<file path="config.mk">
export PLATFORM = sky130hd
export DESIGN_NAME = stack_ctrl
export DESIGN_NICKNAME = d
export VERILOG_FILES = /design/src/rtl/stack_ctrl.sv
export SDC_FILE = /design/constraint.sdc
export NUM_CORES = 1
export LEC_CHECK = 0
export ABC_AREA = 1
export CORE_ASPECT_RATIO = 0.75
export CORE_MARGIN = 2
export CORE_UTILIZATION = 30
export CTS_CLUSTER_SIZE = 8
export DETAILED_ROUTE_END_ITERATION = 12
export HOLD_SLACK_MARGIN = 0.08
export MAX_ROUTING_LAYER = met4
export PLACE_DENSITY = 0.73
export SYNTH_ARGS = -nofsm -noshare
export SYNTH_HDL_FRONTEND = slang
export SYNTH_SLANG_ARGS = --single-unit
</file>
<file path="constraint.sdc">
create_clock -name clk -period 1.6 [get_ports clk]
set_clock_uncertainty 0.2 [all_clocks]
set_input_delay 0.24 -clock clk [delete_from_list [all_inputs] [get_ports clk]]
set_output_delay 0.24 -clock clk [all_outputs]
set_load 0.02 [all_outputs]
</file>
<file path="src/rtl/stack_ctrl.sv">
// Stack sequencer for a 2-read/1-write data stack RAM: owns sp/depth, drives TOS/NOS read addresses,
// turns decode-stage stack ops into RAM writes. Define STACK_CTRL_GUARD_EN to enable depth guarding and error flags.
module stack_ctrl #(
    parameter int WIDTH = 6,
    parameter int SIZE  = 64
) (
    input  logic             clk,
    input  logic             reset,
    input  logic             op_valid,
    output logic             op_ready,
    input  logic [2:0]       op,
    input  logic [15:0]      op_data,
    output logic [15:0]      top,
    output logic [15:0]      next,
    output logic [WIDTH:0]   depth,
    output logic             empty,
    output logic             full,
    output logic             err_overflow,
    output logic             err_underflow,
    input  logic             err_clear,
    output logic [WIDTH-1:0] mem_dout_addr0,
    output logic [WIDTH-1:0] mem_dout_addr1,
    input  logic [15:0]      mem_dout0,
    input  logic [15:0]      mem_dout1,
    output logic             mem_we,
    output logic [WIDTH-1:0] mem_din_addr,
    output logic [15:0]      mem_din
);

    typedef enum logic {IDLE, SWAP2} state_t;

    localparam logic [2:0] OP_NOP     = 3'd0;
    localparam logic [2:0] OP_PUSH    = 3'd1;
    localparam logic [2:0] OP_POP     = 3'd2;
    localparam logic [2:0] OP_REPLACE = 3'd3;
    localparam logic [2:0] OP_BINOP   = 3'd4;
    localparam logic [2:0] OP_DUP     = 3'd5;
    localparam logic [2:0] OP_SWAP    = 3'd6;
    localparam logic [2:0] OP_OVER    = 3'd7;

    localparam logic [WIDTH:0] DEPTH_MAX = (WIDTH+1)'(SIZE);
    localparam logic [WIDTH:0] DEPTH_ONE = (WIDTH+1)'(1);
    localparam logic [WIDTH:0] DEPTH_TWO = (WIDTH+1)'(2);

    state_t           state_reg, state_next;
    logic [WIDTH-1:0] sp_reg, sp_next;
    logic [WIDTH:0]   depth_reg, depth_next;
    logic [15:0]      hold_reg, hold_next;

    logic [WIDTH-1:0] sp_m1, sp_m2;
    logic [WIDTH:0]   depth_inc, depth_dec;
    logic             accept, ovf, unf, viol;

    assign sp_m1 = sp_reg - WIDTH'(1);
    assign sp_m2 = sp_reg - WIDTH'(2);
    // depth wraps modulo SIZE+1; with the guard enabled the wrap is never reached
    assign depth_inc = (depth_reg == DEPTH_MAX) ? '0 : depth_reg + DEPTH_ONE;
    assign depth_dec = (depth_reg == '0) ? DEPTH_MAX : depth_reg - DEPTH_ONE;

    assign accept = op_valid && (state_reg == IDLE);

    always_comb begin
        ovf = 1'b0;
        unf = 1'b0;
        case (op)
            OP_PUSH:              ovf = (depth_reg == DEPTH_MAX);
            OP_DUP: begin
                ovf = (depth_reg == DEPTH_MAX);
                unf = (depth_reg < DEPTH_ONE);
            end
            OP_OVER: begin
                ovf = (depth_reg == DEPTH_MAX);
                unf = (depth_reg < DEPTH_TWO);
            end
            OP_POP, OP_REPLACE:   unf = (depth_reg < DEPTH_ONE);
            OP_BINOP, OP_SWAP:    unf = (depth_reg < DEPTH_TWO);
            default: ;
        endcase
    end

`ifdef STACK_CTRL_GUARD_EN
    logic err_overflow_reg, err_underflow_reg;

    assign viol = ovf || unf;

    always_ff @(posedge clk) begin
        if (reset) begin
            err_overflow_reg  <= 1'b0;
            err_underflow_reg <= 1'b0;
        end else begin
            // a new error in the same cycle as err_clear wins
            err_overflow_reg  <= (err_overflow_reg && !err_clear) || (accept && ovf);
            err_underflow_reg <= (err_underflow_reg && !err_clear) || (accept && unf);
        end
    end

    assign err_overflow  = err_overflow_reg;
    assign err_underflow = err_underflow_reg;
`else
    logic unused_guard;

    assign viol          = 1'b0;
    assign unused_guard  = err_clear ^ ovf ^ unf;
    assign err_overflow  = 1'b0;
    assign err_underflow = 1'b0;
`endif

    always_comb begin
        state_next   = state_reg;
        sp_next      = sp_reg;
        depth_next   = depth_reg;
        hold_next    = hold_reg;
        mem_we       = 1'b0;
        mem_din_addr = sp_reg;
        mem_din      = op_data;
        if (state_reg == SWAP2) begin
            mem_we       = 1'b1;
            mem_din_addr = sp_m2;
            mem_din      = hold_reg;
            state_next   = IDLE;
        end else if (accept && !viol) begin
            case (op)
                OP_PUSH: begin
                    mem_we     = 1'b1;
                    sp_next    = sp_reg + WIDTH'(1);
                    depth_next = depth_inc;
                end
                OP_POP: begin
                    sp_next    = sp_m1;
                    depth_next = depth_dec;
                end
                OP_REPLACE: begin
                    mem_we       = 1'b1;
                    mem_din_addr = sp_m1;
                end
                OP_BINOP: begin
                    mem_we       = 1'b1;
                    mem_din_addr = sp_m2;
                    sp_next      = sp_m1;
                    depth_next   = depth_dec;
                end
                OP_DUP, OP_OVER: begin
                    mem_we     = 1'b1;
                    mem_din    = (op == OP_DUP) ? mem_dout0 : mem_dout1;
                    sp_next    = sp_reg + WIDTH'(1);
                    depth_next = depth_inc;
                end
                OP_SWAP: begin
                    mem_we       = 1'b1;
                    mem_din_addr = sp_m1;
                    mem_din      = mem_dout1;
                    hold_next    = mem_dout0;
                    state_next   = SWAP2;
                end
                default: ;
            endcase
        end
        if (reset) begin
            mem_we = 1'b0;
        end
    end

    always_ff @(posedge clk) begin
        if (reset) begin
            state_reg <= IDLE;
            sp_reg    <= '0;
            depth_reg <= '0;
            hold_reg  <= '0;
        end else begin
            state_reg <= state_next;
            sp_reg    <= sp_next;
            depth_reg <= depth_next;
            hold_reg  <= hold_next;
        end
    end

    assign op_ready       = (state_reg == IDLE);
    assign mem_dout_addr0 = sp_m1;
    assign mem_dout_addr1 = sp_m2;
    assign top            = mem_dout0;
    assign next           = mem_dout1;
    assign depth          = depth_reg;
    assign empty          = (depth_reg == '0);
    assign full           = (depth_reg == DEPTH_MAX);

endmodule

</file>
==> qor.yml, run 1 <==
status: "finished with violations"
violations: "negative setup slack"
required_ps: 1160
postRouteAntennaNets: 0
holdCritStartpoint: "hold_reg[15]$_SDFFE_PP0P_"
setup_ws_ps: -473
ctsHtreeMaxLevel: 2
drc: 0
layout-drive-gt1-share_pct: 52.4
area_growth_syn_to_layout_pct: 120
ctsHoldBuffers: 0
yosys_warnings: 0
slew_viol_final: 0
stdcell_area_um2: 5790
synth_area_um2: 2640
seqPwrFrac_pct: 19.2
irDropWorstVdd_mv: 0.724
setup_viol: 64
initial_core_util_pct: 31.1
placementRows: 29
p_int_uw: 2810
reg2reg_depth: 12
p_per_area_nw_per_um2: 753
synth_cells: 433
grt_max_degree: 35
die-width_um: 112
seq_area_frac_synth_pct: 22.8
core_area_um2: 8490
antennaDiodeCount: 0
synth_top_cell_by_area: "dfxtp_1"
ios: 134
synthDistinctLibCells: 32
hpwl_um: 7640
leakage_uw: 0.00259
die_area_um2: 9570
num_vias: 3678
avgSynthCellArea_um2: 6.09
worstPathArrival_ps: 1630
place_ws_ps: -1120
hold_path_depth: 2
drtPass1Iterations: 4
ys_seq_elements: 30
largest_reg_flops: 16
synth_top_area_share_pct: 22.8
cts_buffers: 5
gp_congestion: 0.850
viasPerCell: 4.87
cts.path.max_buffers: 2
insertion_delay_ps: 280
drtIter0Drc: 141
hold_path_class: "reg2reg"
numPortBuffers: 130
clk_pin_slew_ps: 50
grt_pass1_vias: 3645
finalSetupTns_ps: -15230
rsz0062_at_grt: "yes"
grt_overflow: 0
fmax_mhz: 482
switching_share_pct: 35.6
p_clk_share_pct: 25.3
worstPathMaxFanout: 6
power.switching_uw: 1550
r2r-start: "state_reg$_SDFF_PP0_"
worst-setup-path-type: "reg2out"
nets: 709
reg2reg_slack_ps: -250
hold_viol: 0
combPwrFrac_pct: 55.5
cts_tree: "done"
grtUsageTotal_pct: 23.3
fillerInstances: 660
clkSinkCount: 30
antenna_found_initial: 0
grt_pass1_wl_um: 17500
endpoint_kind: "primary output"
r2r_end: "depth[3]$_SDFFE_PP0P_"
postPlaceCellArea_um2: 4740
cp-start-kind: "flip-flop"
root_buffer: "clkbuf_16"
wl_um: 11500
period_needed_ps: 2070
timing.hold.ws_ps: 298
wl_per_cell_um: 15.3
maxCapViolations: 0
synthTopCellsByArea: "dfxtp_1 23%, nand2_1 14%, buf_4 11%"
post-route-util_pct: 68.2
die_h_um: 85.2
min_period_over_period_pct: 130
min_to: "hold_reg[15]$_SDFFE_PP0P_"
==> metrics by stage <==
stage | power, µW | instances
final | 4360 | 755
after global routing | 4560 | 755
after CTS | 4160 | 735
after detailed placement | 2770 | 708
after global placement | 2740 | 708
after floorplan | 1830 | 434
==> critical path: stages, from the launching register on <==
cell and delay, ps:
dfxtp_4 360, clkinv_8 60, nand2_8 50, nor3_4 200, buf_6 170, buf_16 130
nand3_2 80, o21ai_2 80, o21ai_2 80, buf_6 140
==> synth_stat cells, drive strengths merged <==
master / instances
a21oi: 15
a31oi: 1
buf: 49
clkbuf: 9
clkinv: 1
conb: 1
dfxtp: 30
ha: 7
inv: 29
nand2: 97
nand3: 53
nand3b: 2
nand4: 1
nor2: 57
nor3: 3
nor4: 1
o211ai: 6
o21a: 1
o21ai: 59
or2: 1
xnor2: 1
xor2: 9
==> worst max path at each step <==
stage,startpoint,endpoint,slack [ps],cells past startpoint
after floorplan,sp_reg[1]$_SDFFE_PP0P_,mem_din_addr[5],-270,8
after global placement,op[2],mem_din[0],-1080,7
after detailed placement,op[2],mem_din[0],-1120,9
after CTS,state_reg$_SDFF_PP0_,mem_din[0],-520,9
after global routing,state_reg$_SDFF_PP0_,mem_din[7],-540,9
final,state_reg$_SDFF_PP0_,mem_din[0],-470,9
==> layout by cell type (no fill, tap or decap), types with 17 or more instances in the layout <==
| cell type | count |
|---|---|
| buf_4 | 93 |
| buf_6 | 64 |
| clkdlybuf4s50_1 | 48 |
| dfxtp_1 | 22 |
| dlygate4sd2_1 | 19 |
| inv_1 | 17 |
| nand2_1 | 77 |
| nand3_1 | 34 |
| nor2_1 | 35 |
| o21ai_2 | 36 |
==> kinds of logic after synthesis <==
kind of cell               Yosys count  synth area share [%]
AOI/OAI and AO/OA                   82                  16.4
xor gates and xnor gates            10                  3.32
adders and majority gates            7                  3.32
buffers and inverters               88                  18.8
DFF                                 30                  22.8
other                                1                 0.142
and+or+nand+nor                    215                  35.2
==> power groups by stage <==
stage / clock [µW] / sequential (µW) / combinational [µW]
after global placement: 0 / 843 / 1900
after global routing: 1150 / 841 / 2570
after CTS: 1120 / 834 / 2200
final: 1110 / 837 / 2420
after floorplan: 0 / 876 / 959
after detailed placement: 0 / 846 / 1920
==> area by class of cell <==
cell class	count	area, µm²	share of cell area [%]
clock buffers	6	139	2.40
repair buffers	261	2460	42.5
well taps	108	135	2.33
repair inverters	3	28.8	0.497
clock inverters	1	30.0	0.518
multi-input cells	316	2210	38.1
inverters	30	169	2.92
flip-flops and latches	30	623	10.8
==> repair_timing <==
item                       in CTS  in global routing
setup endpoints to repair     107                 80
gates cloned                    4                  2
buffers inserted               18                 21
pin swaps                      39                 33
gates resized for setup       364                100
==> routing by layer <==
layer	part of all wire, %	track usage (%)
met5	0	-
met4	1.2	6.43
met3	6.3	5.14
met2	52	39.8
met1	40	27.8
(Power assumes the default switching activity.)
==> run 2: changes to the inputs <==
--- a/config.mk
+++ b/config.mk
@@ -8,12 +8,14 @@
 export ABC_AREA = 1
 export CORE_ASPECT_RATIO = 0.75
 export CORE_MARGIN = 2
-export CORE_UTILIZATION = 30
+export CORE_UTILIZATION = 25
+export CTS_BUF_LIST = sky130_fd_sc_hd__clkbuf_2
 export CTS_CLUSTER_SIZE = 8
 export DETAILED_ROUTE_END_ITERATION = 12
 export HOLD_SLACK_MARGIN = 0.08
 export MAX_ROUTING_LAYER = met4
-export PLACE_DENSITY = 0.73
+export PLACE_DENSITY = 0.64
+export SETUP_SLACK_MARGIN = 0.02
 export SYNTH_ARGS = -nofsm -noshare
 export SYNTH_HDL_FRONTEND = slang
 export SYNTH_SLANG_ARGS = --single-unit
==> qor.yml, run 2 (synthesis gave the netlist of run 1 again) <==
status: "finished with violations"
violations: "negative setup slack"
initial_core_util_pct: 25.6  # -5.4 points
drtIter0Drc: 144  # +2.1%
maxCapViolations: 0  # unchanged
drc: 0  # unchanged
endpoint_kind: "primary output"
p_int_uw: 2100  # -25%
dp.cells: 721  # +1.8%
largest_reg_flops: 16  # unchanged
die_area_um2: 11400  # +19%
cts.path.max_buffers: 2  # unchanged
gp_congestion: 0.840  # -1.2%
setup_ws_ps: -661  # -188 ps
switching_share_pct: 41.3  # +5.7 points
fmax_mhz: 442  # -8.3%
nets: 682  # -3.8%
grt_overflow: 0  # unchanged
grt_pass1_vias: 3688  # +1.2%
postRouteAntennaNets: 0  # unchanged
period_needed_ps: 2260  # +188 ps
num_vias: 3594  # -2.3%
setup_viol: 65  # +1.6%
ctsHtreeMaxLevel: 2  # unchanged
rsz0062_at_grt: "yes"
clkSinkCount: 30  # unchanged
leakage_uw: 0.00241  # -6.7%
grtUsageTotal_pct: 20.9  # -2.4 points
p_clk_share_pct: 10.5  # -15 points
p_per_area_nw_per_um2: 645  # -14%
combPwrFrac_pct: 65.9  # +10 points
cp-start-kind: "flip-flop"
final_common_cell: "nand2_1"
layout-drive-gt1-share_pct: 51.2  # -1.2 points
worstPathMaxFanout: 8  # +2
worst-setup-path-type: "reg2out"
hpwl_um: 7810  # +2.2%
clk_pin_slew_ps: 170  # +120 ps
reg2reg_depth: 11  # -1
placementRows: 32  # +10%
antennaDiodeCount: 0  # unchanged
worstPathArrival_ps: 1820  # +190 ps
slew_viol_final: 0  # unchanged
hold_path_depth: 2  # unchanged
finalNonFillerCells: 757  # +0.26%
core_area_um2: 10300  # +21%
irDropWorstVdd_mv: 0.533  # -26%
ios: 134  # unchanged
grt_max_degree: 35  # unchanged
cts_tree: "done"
grt_pass1_wl_um: 18300  # +4.7%
viasPerCell: 4.75  # -2.5%
wl_per_cell_um: 15.8  # +3.3%
wl_um: 11900  # +3.6%
min_period_over_period_pct: 141  # +12 points
die_h_um: 93.0  # +9.1%
seqPwrFrac_pct: 23.7  # +4.5 points
die-width_um: 123  # +9.2%
drtPass1Iterations: 4  # unchanged
antenna_found_initial: 0  # unchanged
layout_common_cells: "78 x nand2_1, 70 x buf_6, 65 x buf_4"
cts_buffers: 5  # unchanged
place_ws_ps: -1090  # +35.5 ps
required_ps: 1160  # about the same
hold_path_class: "reg2reg"
ctsHoldBuffers: 0  # unchanged
area_growth_syn_to_layout_pct: 110
hold_viol: 0  # unchanged
power.switching_uw: 1480  # -5.0%
numPortBuffers: 130  # unchanged
root_buffer: "clkbuf_2"
insertion_delay_ps: 350  # +70 ps
run 2: power groups by stage:
stage,Combinational [µW],Sequential [µW],Clock [µW]
6_report,2350,845,374
4_1_cts,2200,838,405
2_1_floorplan,963,877,0
3_5_place_dp,1900,848,0
3_3_place_gp,1870,847,0
5_1_grt,2500,852,452
run 2: metrics by stage:
step	power (µW)	TNS [ps]	instance area [µm²]	hold slack, ps	util [%]
6_report	3570	-22700	5530	323	53.8
5_1_grt	3810	-29920	5530	319	53.8
4_1_cts	3440	-22710	5310	314	51.6
3_5_place_dp	2750	-50500	4700	298	45.7
3_3_place_gp	2720	-48280	4700	285	45.7
2_1_floorplan	1840	-2630	2990	175	-
run 2: final timing paths:
kind / end / start / slack, ps
worst min-delay path: hold_reg[2]$_SDFFE_PP0P_ / hold_reg[2]$_SDFFE_PP0P_ / 320
worst max register to register: depth[1]$_SDFFE_PP0P_ / state_reg$_SDFF_PP0_ / -240
worst max-delay path: mem_din[11] / state_reg$_SDFF_PP0_ / -660
worst min register to register: hold_reg[2]$_SDFFE_PP0P_ / hold_reg[2]$_SDFFE_PP0P_ / 320
run 2: per-layer routing:
| layer | global-route usage [%] | share of wire (%) | up-vias |
|---|---|---|---|
| li1 | - | - | 1765 |
| met2 | 34.0 | 51 | 89 |
| met1 | 27.0 | 44 | 1724 |
| met4 | 5.08 | 1.7 | 0 |
| met3 | 3.54 | 4.0 | 16 |
| met5 | - | 0 | - |
run 2: critical path: stages (launching register included):
cell and delay [ps]:
dfxtp_4 400, clkinv_8 60, nand2_8 50, nor3_4 260, buf_6 180, buf_12 140, nand3_2 70, o21ai_2 70
o21ai_2 90, buf_6 150
run 2: final cells by class:
cell class | instances | area (µm²)
fillers | 947 | 4760
repair buffers | 236 | 2340
multi-input cells | 316 | 2190
flip-flops and latches | 30 | 629
well taps | 136 | 170
inverters | 30 | 155
clock buffers | 6 | 30.0
repair inverters | 1 | 11.3
clock inverters | 2 | 8.76
run 2: what timing repair did:
item,CTS,global route
gates cloned,5,0
setup endpoints to repair,106,83
pin swaps,35,39
gates resized for setup,415,89
setup buffers,19,15
==> run 3: changes to the inputs <==
--- a/config.mk
+++ b/config.mk
@@ -12,10 +12,11 @@
 export CTS_BUF_LIST = sky130_fd_sc_hd__clkbuf_2
 export CTS_CLUSTER_SIZE = 8
 export DETAILED_ROUTE_END_ITERATION = 12
+export GPL_ROUTABILITY_DRIVEN = 0
 export HOLD_SLACK_MARGIN = 0.08
 export MAX_ROUTING_LAYER = met4
 export PLACE_DENSITY = 0.64
-export SETUP_SLACK_MARGIN = 0.02
+export SETUP_SLACK_MARGIN = 0.15
 export SYNTH_ARGS = -nofsm -noshare
 export SYNTH_HDL_FRONTEND = slang
 export SYNTH_SLANG_ARGS = --single-unit
==> qor.yml, run 3 (synthesis gave the netlist of run 1 again) <==
status: "finished with violations"
violations: "negative setup slack"
grtUsageTotal_pct: 19.6  # -1.3 points
slew_viol_final: 0  # unchanged
required_ps: 1160  # about the same
reg2reg_slack_ps: -380  # -140 ps
postRouteAntennaNets: 0  # unchanged
antenna_found_initial: 0  # unchanged
die_area_um2: 11400  # unchanged
cts_tree: "done"
numPortBuffers: 130  # unchanged
power.switching_uw: 1440  # -2.7%
placementRows: 32  # unchanged
reg2reg_depth: 12  # +1
grt_overflow: 0  # unchanged
wl_um: 11300  # -5.1%
setup_viol: 65  # unchanged
layout_common_cells: "95 x buf_4, 77 x nand2_1, 61 x buf_6"
r2r_end: "hold_reg[1]$_SDFFE_PP0P_"
hold_viol: 0  # unchanged
core_area_um2: 10300  # unchanged
maxCapViolations: 0  # unchanged
crit_path_frequent_cell: "nand2_2"
min_period_over_period_pct: 141  # -0.74 points
switching_share_pct: 40.9  # -0.44 points
rsz0062_at_grt: "yes"
p_clk_share_pct: 10.8  # +0.3 points
area_growth_syn_to_layout_pct: 113
worstPathArrival_ps: 1810  # about the same
num_vias: 3634  # +1.1%
antennaDiodeCount: 0  # unchanged
insertion_delay_ps: 360  # about the same
drc: 0  # unchanged
hold_path_depth: 4  # +2
grt_max_degree: 35  # unchanged
top_layer: "met4"
layout-drive-gt1-share_pct: 54.3  # +3.1 points
cts.path.max_buffers: 2  # unchanged
clkSinkCount: 30  # unchanged
r2r-start: "state_reg$_SDFF_PP0_"
grt_pass1_vias: 3497  # -5.2%
cts_buffers: 5  # unchanged
drtIter0Drc: 160  # +11%
nets: 696  # +2.1%
crit_chain: "inv_8 > ha_1 > nand2_2 > nand2_2 > nand2_2 > nand2_2 > nand2_1 > nand2_1 > nand2_1 > o211ai_1 > buf_4"
die_h_um: 93.0  # unchanged
final_common_cell: "buf_4"
period_needed_ps: 2250  # -11.8 ps
multiInputGateArea_um2: 2210  # +0.63%
fillerInstances: 921  # -2.7%
holdCritStartpoint: "mem_dout0[6]"
endpoint_kind: "primary output"
cp-start-kind: "flip-flop"
dp.cells: 726  # +0.69%
finalSetupTns_ps: -26800  # -4100 ps
p_int_uw: 2080  # -0.89%
post-route-util_pct: 54.5  # +0.75 points
register_area_um2: 633  # +0.60%
ios: 134  # unchanged
root_buffer: "clkbuf_2"
stdcell_area_um2: 5610  # +1.4%
hold_path_class: "in2reg"
grt_pass1_wl_um: 17400  # -5.1%
postPlaceCellArea_um2: 4780  # +1.8%
worst-setup-path-type: "reg2out"
largest_reg_flops: 16  # unchanged
viasPerCell: 4.71  # -0.72%
drtPass1Iterations: 5  # +1
combPwrFrac_pct: 65.3  # -0.6 points
die-width_um: 123  # unchanged
worstPathMaxFanout: 3  # -5
timing.hold.ws_ps: 79.8  # -244 ps
irDropWorstVdd_mv: 0.506  # -5.1%
finalNonFillerCells: 771  # +1.8%
ctsHtreeMaxLevel: 2  # unchanged
wirelength_met1_um: 5140  # -1.3%
setup_ws_ps: -649  # +11.8 ps
cp_slowest_cell: "dfxtp_4"
p_per_area_nw_per_um2: 626  # -3.0%
seqPwrFrac_pct: 24.0  # +0.3 points
leakage_uw: 0.00247  # +2.2%
hpwl_um: 7790  # -0.28%
fmax_mhz: 445  # +0.52%
clk_pin_slew_ps: 170  # about the same
max_stage_delay_ps: 420  # +20 ps
wl_met3_um: 490  # +2.3%
min_to: "hold_reg[6]$_SDFFE_PP0P_"
initial_core_util_pct: 25.6  # unchanged
wl_met2_um: 5620  # -7.0%
wl_per_cell_um: 14.7  # -6.8%
==> run 3: per-stage QoR <==
stage / setup slack [ps] / power, µW
after floorplan: -265 / 1880
after global placement: -1080 / 2750
after detailed placement: -1120 / 2780
after CTS: -636 / 3370
after global routing: -770 / 3730
final: -649 / 3510
==> run 3: timing repair <==
item | in CTS | in global routing
setup endpoints to repair | 107 | 83
gates resized for setup | 475 | 65
gates cloned | 4 | 1
setup buffers | 18 | 12
hold endpoints to repair | 0 | 2
hold buffers | 0 | 2
pin swaps | 33 | 39
==> run 3: critical path, delay by kind of cell (launching register included) <==
family,cells,cell delay [ps]
AOI/OAI and AO/OA,1,100
DFF,1,420
and+or+nand+nor,7,500
buffers and inverters,2,220
adders and majority gates,1,190
==> run 3: power groups by stage <==
stage	registers [µW]	logic, µW	clock network (µW)
floorplan	881	1000	0
global placement	849	1910	0
detailed placement	851	1930	0
CTS	840	2120	406
global route	849	2450	435
finish	842	2290	378
==> run 3: how the worst max path moves through the flow <==
| stage | from | endpoint | slack [ps] | cells past startpoint |
|---|---|---|---|---|
| after floorplan | sp_reg[1]$_SDFFE_PP0P_ | mem_din_addr[5] | -270 | 8 |
| after global placement | op[0] | mem_din[0] | -1080 | 8 |
| after detailed placement | op[0] | mem_din[8] | -1120 | 7 |
| after CTS | sp_reg[1]$_SDFFE_PP0P_ | mem_din_addr[5] | -640 | 9 |
| after global routing | sp_reg[1]$_SDFFE_PP0P_ | mem_din_addr[3] | -770 | 11 |
| final | sp_reg[1]$_SDFFE_PP0P_ | mem_din_addr[3] | -650 | 11 |
==> run 3: routing by layer <==
layer | global-route usage (%) | up-vias
met3 | 2.68 | 6
li1 | - | 1790
met1 | 26.7 | 1744
met2 | 30.6 | 94
met4 | 5.08 | 0
met5 | - | -
==> run 3: area by class of cell <==
| type | instances | share of cell area [%] |
|---|---|---|
| inverters | 30 | 2.76 |
| repair inverters | 1 | 0.201 |
| repair buffers | 250 | 42.7 |
| flip-flops and latches | 30 | 11.3 |
| multi-input cells | 316 | 39.3 |
| well taps | 136 | 3.03 |
| clock buffers | 6 | 0.535 |
| clock inverters | 2 | 0.156 |
